File: src/rtl/mxu_feeder.sv
// Sequencer for the 2x2 systolic MXU: accepts one A/B operand pair, clears the array,
// streams skewed zero-padded operands under ce, then captures and returns C = A*B.
module mxu_feeder #(
   parameter int NUM_SIZE  = 16,
   parameter int GRID_SIZE = 2
) (
   input  logic                                   clk,
   input  logic                                   rst,
   input  logic                                   in_valid,
   output logic                                   in_ready,
   input  logic [GRID_SIZE*GRID_SIZE*NUM_SIZE-1:0] a_in,
   input  logic [GRID_SIZE*GRID_SIZE*NUM_SIZE-1:0] b_in,
   output logic                                   mxu_clr,
   output logic                                   mxu_ce,
   output logic [GRID_SIZE*NUM_SIZE-1:0]           mxu_west,
   output logic [GRID_SIZE*NUM_SIZE-1:0]           mxu_north,
   input  logic [GRID_SIZE*GRID_SIZE*NUM_SIZE-1:0] mxu_result,
   output logic                                   out_valid,
   input  logic                                   out_ready,
   output logic [GRID_SIZE*GRID_SIZE*NUM_SIZE-1:0] c_out,
   output logic                                   busy
);

   localparam int MAT_W = GRID_SIZE * GRID_SIZE * NUM_SIZE;
   // The deepest PE sees its last operand at step 2*(GRID_SIZE-1)+1.
   localparam logic [1:0] LAST_STEP = 2'(2 * GRID_SIZE - 1);

   typedef enum logic [2:0] {
      IDLE,
      CLEAR,
      STREAM,
      CAPTURE,
      OUTPUT
   } state_t;

   state_t state;
   state_t next_state;

   logic [1:0]       t;
   logic [MAT_W-1:0] a_reg;
   logic [MAT_W-1:0] b_reg;

   always_ff @(posedge clk or posedge rst) begin
      if (rst) begin
         state <= IDLE;
      end else begin
         state <= next_state;
      end
   end

   always_comb begin
      next_state = state;
      case (state)
         IDLE:    if (in_valid) next_state = CLEAR;
         CLEAR:   next_state = STREAM;
         STREAM:  if (t == LAST_STEP) next_state = CAPTURE;
         CAPTURE: next_state = OUTPUT;
         OUTPUT:  if (out_ready) next_state = IDLE;
         default: next_state = IDLE;
      endcase
   end

   // Operands are latched once at accept; c_out only changes in CAPTURE so it holds through OUTPUT.
   always_ff @(posedge clk or posedge rst) begin
      if (rst) begin
         a_reg <= '0;
         b_reg <= '0;
         c_out <= '0;
         t     <= '0;
      end else begin
         if (state == IDLE && in_valid) begin
            a_reg <= a_in;
            b_reg <= b_in;
         end
         if (state == CLEAR) begin
            t <= '0;
         end else if (state == STREAM) begin
            t <= t + 2'd1;
         end
         if (state == CAPTURE) begin
            c_out <= mxu_result;
         end
      end
   end

   always_comb begin
      int k;
      k         = 0;
      in_ready  = 1'b0;
      mxu_clr   = 1'b0;
      mxu_ce    = 1'b0;
      mxu_west  = '0;
      mxu_north = '0;
      out_valid = 1'b0;
      busy      = (state != IDLE);
      case (state)
         IDLE:    in_ready = 1'b1;
         CLEAR:   mxu_clr = 1'b1;
         STREAM: begin
            mxu_ce = 1'b1;
            // Lane i carries operand index k = t - i, zero when k falls outside the matrix.
            for (int i = 0; i < GRID_SIZE; i++) begin
               k = int'(t) - i;
               if (k >= 0 && k < GRID_SIZE) begin
                  mxu_west[i*NUM_SIZE +: NUM_SIZE]  = a_reg[(i*GRID_SIZE + k)*NUM_SIZE +: NUM_SIZE];
                  mxu_north[i*NUM_SIZE +: NUM_SIZE] = b_reg[(k*GRID_SIZE + i)*NUM_SIZE +: NUM_SIZE];
               end
            end
         end
         OUTPUT:  out_valid = 1'b1;
         default: ;
      endcase
   end

endmodule

File: config.mk
export PLATFORM = sky130hd
export DESIGN_NAME = mxu_feeder
export DESIGN_NICKNAME = d
export VERILOG_FILES = /design/src/rtl/mxu_feeder.sv
export SDC_FILE = /design/constraint.sdc
export NUM_CORES = 1
export LEC_CHECK = 0
export ABC_AREA = 0
export CAP_MARGIN = 10
export CORE_MARGIN = 1
export CORE_UTILIZATION = 30
export DETAILED_ROUTE_END_ITERATION = 8
export GPL_ROUTABILITY_DRIVEN = 0
export PLACE_DENSITY_LB_ADDON = 0.15
export SLEW_MARGIN = 25
export SYNTH_ARGS = -nofsm -noshare
export SYNTH_HDL_FRONTEND = slang
export SYNTH_SLANG_ARGS = --single-unit
File: constraint.sdc
create_clock -name clk -period 9.52 [get_ports clk]
set_clock_uncertainty 0.05 [all_clocks]
set_input_delay 1.904 -clock clk [delete_from_list [all_inputs] [get_ports clk]]
set_output_delay 1.904 -clock clk [all_outputs]
set_load 0.02 [all_outputs]
==> key figures <==
Status
  • Status: complete, no violations

Global routing
  • Vias in the first global route: 6188
  • Tot GR Track Use: 16.2%
  • Largest net degree at the start of global routing: 130
  • First-pass GRT wire length: 36000 µm
  • Initial antenna violation count: 1
  • Global route overflow: 0

Clock network
  • Clock tree sinks: 197
  • Clock Root Buffer: clkbuf_16
  • Post-CTS setup buffers: 0
  • Hold buffer count at cts: 0
  • Worst skew pair latency: 0.42 ns
  • Post-CTS sizing: 0
  • CTS HTree Levels: 4
  • Clock Path Buffers: 2
  • Clock-pin slew on the worst setup and hold paths: 0.07 ns
  • CTS tree: done
  • Number of CTS-inserted buffers: 17

Synth
  • Synth cell types: 25
  • Mapped Cells: 590
  • Mean Syn Cell Area: 14.7 µm²
  • Synth area leaders: dfrtp_1 57%, mux2_2 25%, mux2i_1 7.5%, buf_6 1.6%, nor2_1 1.5%
  • Syn. warnings: 0
  • FF+latch count, synth: 197
  • Biggest area consumer among synthesized cells: dfrtp_1
  • Sequential area share after synthesis: 56.7%
  • Post-synth design cell area: 0.00869 mm²
  • Synthesized net count: 789
  • Post-synth top area share: 56.7%

Power and ir drop
  • Leakage: 5.14 nW
  • Final Power: 4.30 mW
  • Pwr/cell area: 334 mW/mm²
  • Peak supply drop: 141 µV

Worst setup path
  • Worst path max stage delay: 0.91 ns
  • Slowest-stage cell, CP: or4b_1
  • Worst EP arrival: 3.73 ns
  • Critical path peak fanout: 18
  • Type of the worst setup path: flip-flop to output pin
  • Crit path max-delay family: simple AND/OR/NAND/NOR gates
  • CP endpoint kind: output pin
  • Crit-path cells: inv_1 > ha_1 > or4b_1 > nor3_1 > clkdlybuf4s50_1
  • CP required: 7.57 ns
  • Buf/Inv on CP: 2
  • Critical path launch point type: flip-flop

Hold path
  • Worst hold path type: flip-flop to flip-flop

Timing
  • Worst setup margin: 3.84 ns
  • Hold Fails Final Rpt: 0
  • Period utilisation layout: 59.7%
  • Fin. max-slew vios: 0
  • RSZ-0062 raised after global routing: no
  • Tmin final: 5.68 ns
  • Max Freq: 0.176 GHz
  • Hold Slack: 0.456 ns
  • # setup viols final: 0
  • Max_slew headroom: 34.4%
  • Setup TNS: 0 ns
  • Worst Max-Slew Pin Slew: 0.984 ns

Layout
  • Layout cells sized above 1: 27.9%
  • Nets: 1100
  • Final Cell Area: 0.0129 mm²
  • Final core occ: 45.6%
  • Diodes inserted: 0
  • Fill cell count: 2591
  • Area grow syn2layout: 48.0%
  • Layout Cells excl Fill: 1292

Die
  • Die footprint: 0.0296 mm²
  • I/O pins: 329
  • Rows: 61
  • Initial Util: 30.8%
  • Die Y: 172 µm
  • Overall die width: 172 µm
  • Total core area: 0.0282 mm²

Drt
  • Final ANT Viol Nets: 0
  • DRT Pass-1 Iters: 4
  • Via-per-instance ratio: 4.47
  • Drt total wl: 23400 µm
  • Routed length per placed instance: 18.1 µm
  • Residual DRC count: 0
  • Vias post-DR: 5769
  • Initial DRC count: 211

Placement
  • Area after DPL: 0.0122 mm²
  • Dpl hpwl: 16200 µm
  • # placed instances: 1259
  • Port-buffer cells: 328
  • Place WS: 4.22 ns

Flow run
  • Max-cap violations: 0
==> area by class of cell <==
| type | instances | area [µm²] | area share, % |
|---|---|---|---|
| Clock buffer | 18 | 439 | 3.42 |
| Tap cell | 378 | 473 | 3.68 |
| Clock inverter | 14 | 180 | 1.40 |
| Inverter | 4 | 22.5 | 0.175 |
| Timing Repair Buffer | 335 | 3360 | 26.1 |
| Multi-Input combinational cell | 346 | 3450 | 26.8 |
| Sequential cell | 197 | 4930 | 38.4 |
==> layer usage <==
metal	vias up	global-route usage, %	wire (µm)
met2	187	26.3	11400
met3	17	6.75	2130
li1	2699	-	-
met1	2866	19.7	9640
met5	-	0	0
met4	0	4.54	295
==> path summary, 6_finish.rpt <==
| check | end | depth (start not counted) | from | slack, ns |
|---|---|---|---|---|
| max | mxu_west[17] | 5 | t[0]$_DFFE_PP0P_ | 3.84 |
| min | c_out[46]$_DFFE_PP0P_ | 1 | c_out[46]$_DFFE_PP0P_ | 0.46 |
| max reg2reg | b_reg[40]$_DFFE_PP0P_ | 3 | state[1]$_DFFE_PP0P_ | 7.34 |
| min reg2reg | c_out[46]$_DFFE_PP0P_ | 1 | c_out[46]$_DFFE_PP0P_ | 0.46 |
| max in group asynchronous | t[0]$_DFFE_PP0P_ | 3 | rst | 6.19 |
| min in group asynchronous | c_out[61]$_DFFE_PP0P_ | 2 | rst | 1.83 |
==> synth_stat cells (all sizes together) <==
| library cell | n |
|---|---|
| a221o | 2 |
| and3 | 2 |
| buf | 38 |
| clkbuf | 5 |
| dfrtp | 197 |
| ha | 3 |
| inv | 4 |
| mux2 | 192 |
| mux2i | 65 |
| nand2 | 1 |
| nand2b | 1 |
| nand3b | 1 |
| nor2 | 34 |
| nor2b | 2 |
| nor3 | 17 |
| nor3b | 18 |
| nor4b | 1 |
| o21bai | 2 |
| or3 | 1 |
| or4b | 4 |
==> logic make-up after synthesis <==
logic type	synth area share, %
AOI/OAI and AO/OA	0.403
DFF	56.7
adders and majority gates	0.432
buffers and inverters	3.70
and+or+nand+nor	6.35
muxes	32.4
==> placed cells by master (no fill, tap or decap), drive strengths merged <==
| cell | n |
|---|---|
| clkdlybuf4s50 | 328 |
| dfrtp | 197 |
| mux2 | 192 |
| mux2i | 65 |
| nor2 | 34 |
| clkbuf | 18 |
| nor3b | 18 |
| nor3 | 17 |
| inv | 12 |
| buf | 7 |
| or4b | 4 |
| clkinv | 4 |
| ha | 3 |
| o21bai | 2 |
| nor2b | 2 |
| and3 | 2 |
| a221o | 2 |
| nand2b | 1 |
| or3 | 1 |
| nand3b | 1 |
| nand2 | 1 |
| nor4b | 1 |
| clkinvlp | 1 |
| bufinv | 1 |
==> where the power goes <==
| part | leakage [nW] | total, mW | switching [mW] | internal (mW) |
|---|---|---|---|---|
| Clock | 0.299 | 0.758 | 0.370 | 0.388 |
| Combinational | 2.54 | 2.03 | 0.932 | 1.09 |
| Sequential | 2.31 | 1.52 | 0.245 | 1.27 |
No activity file was read; power rests on OpenSTA's default activity.
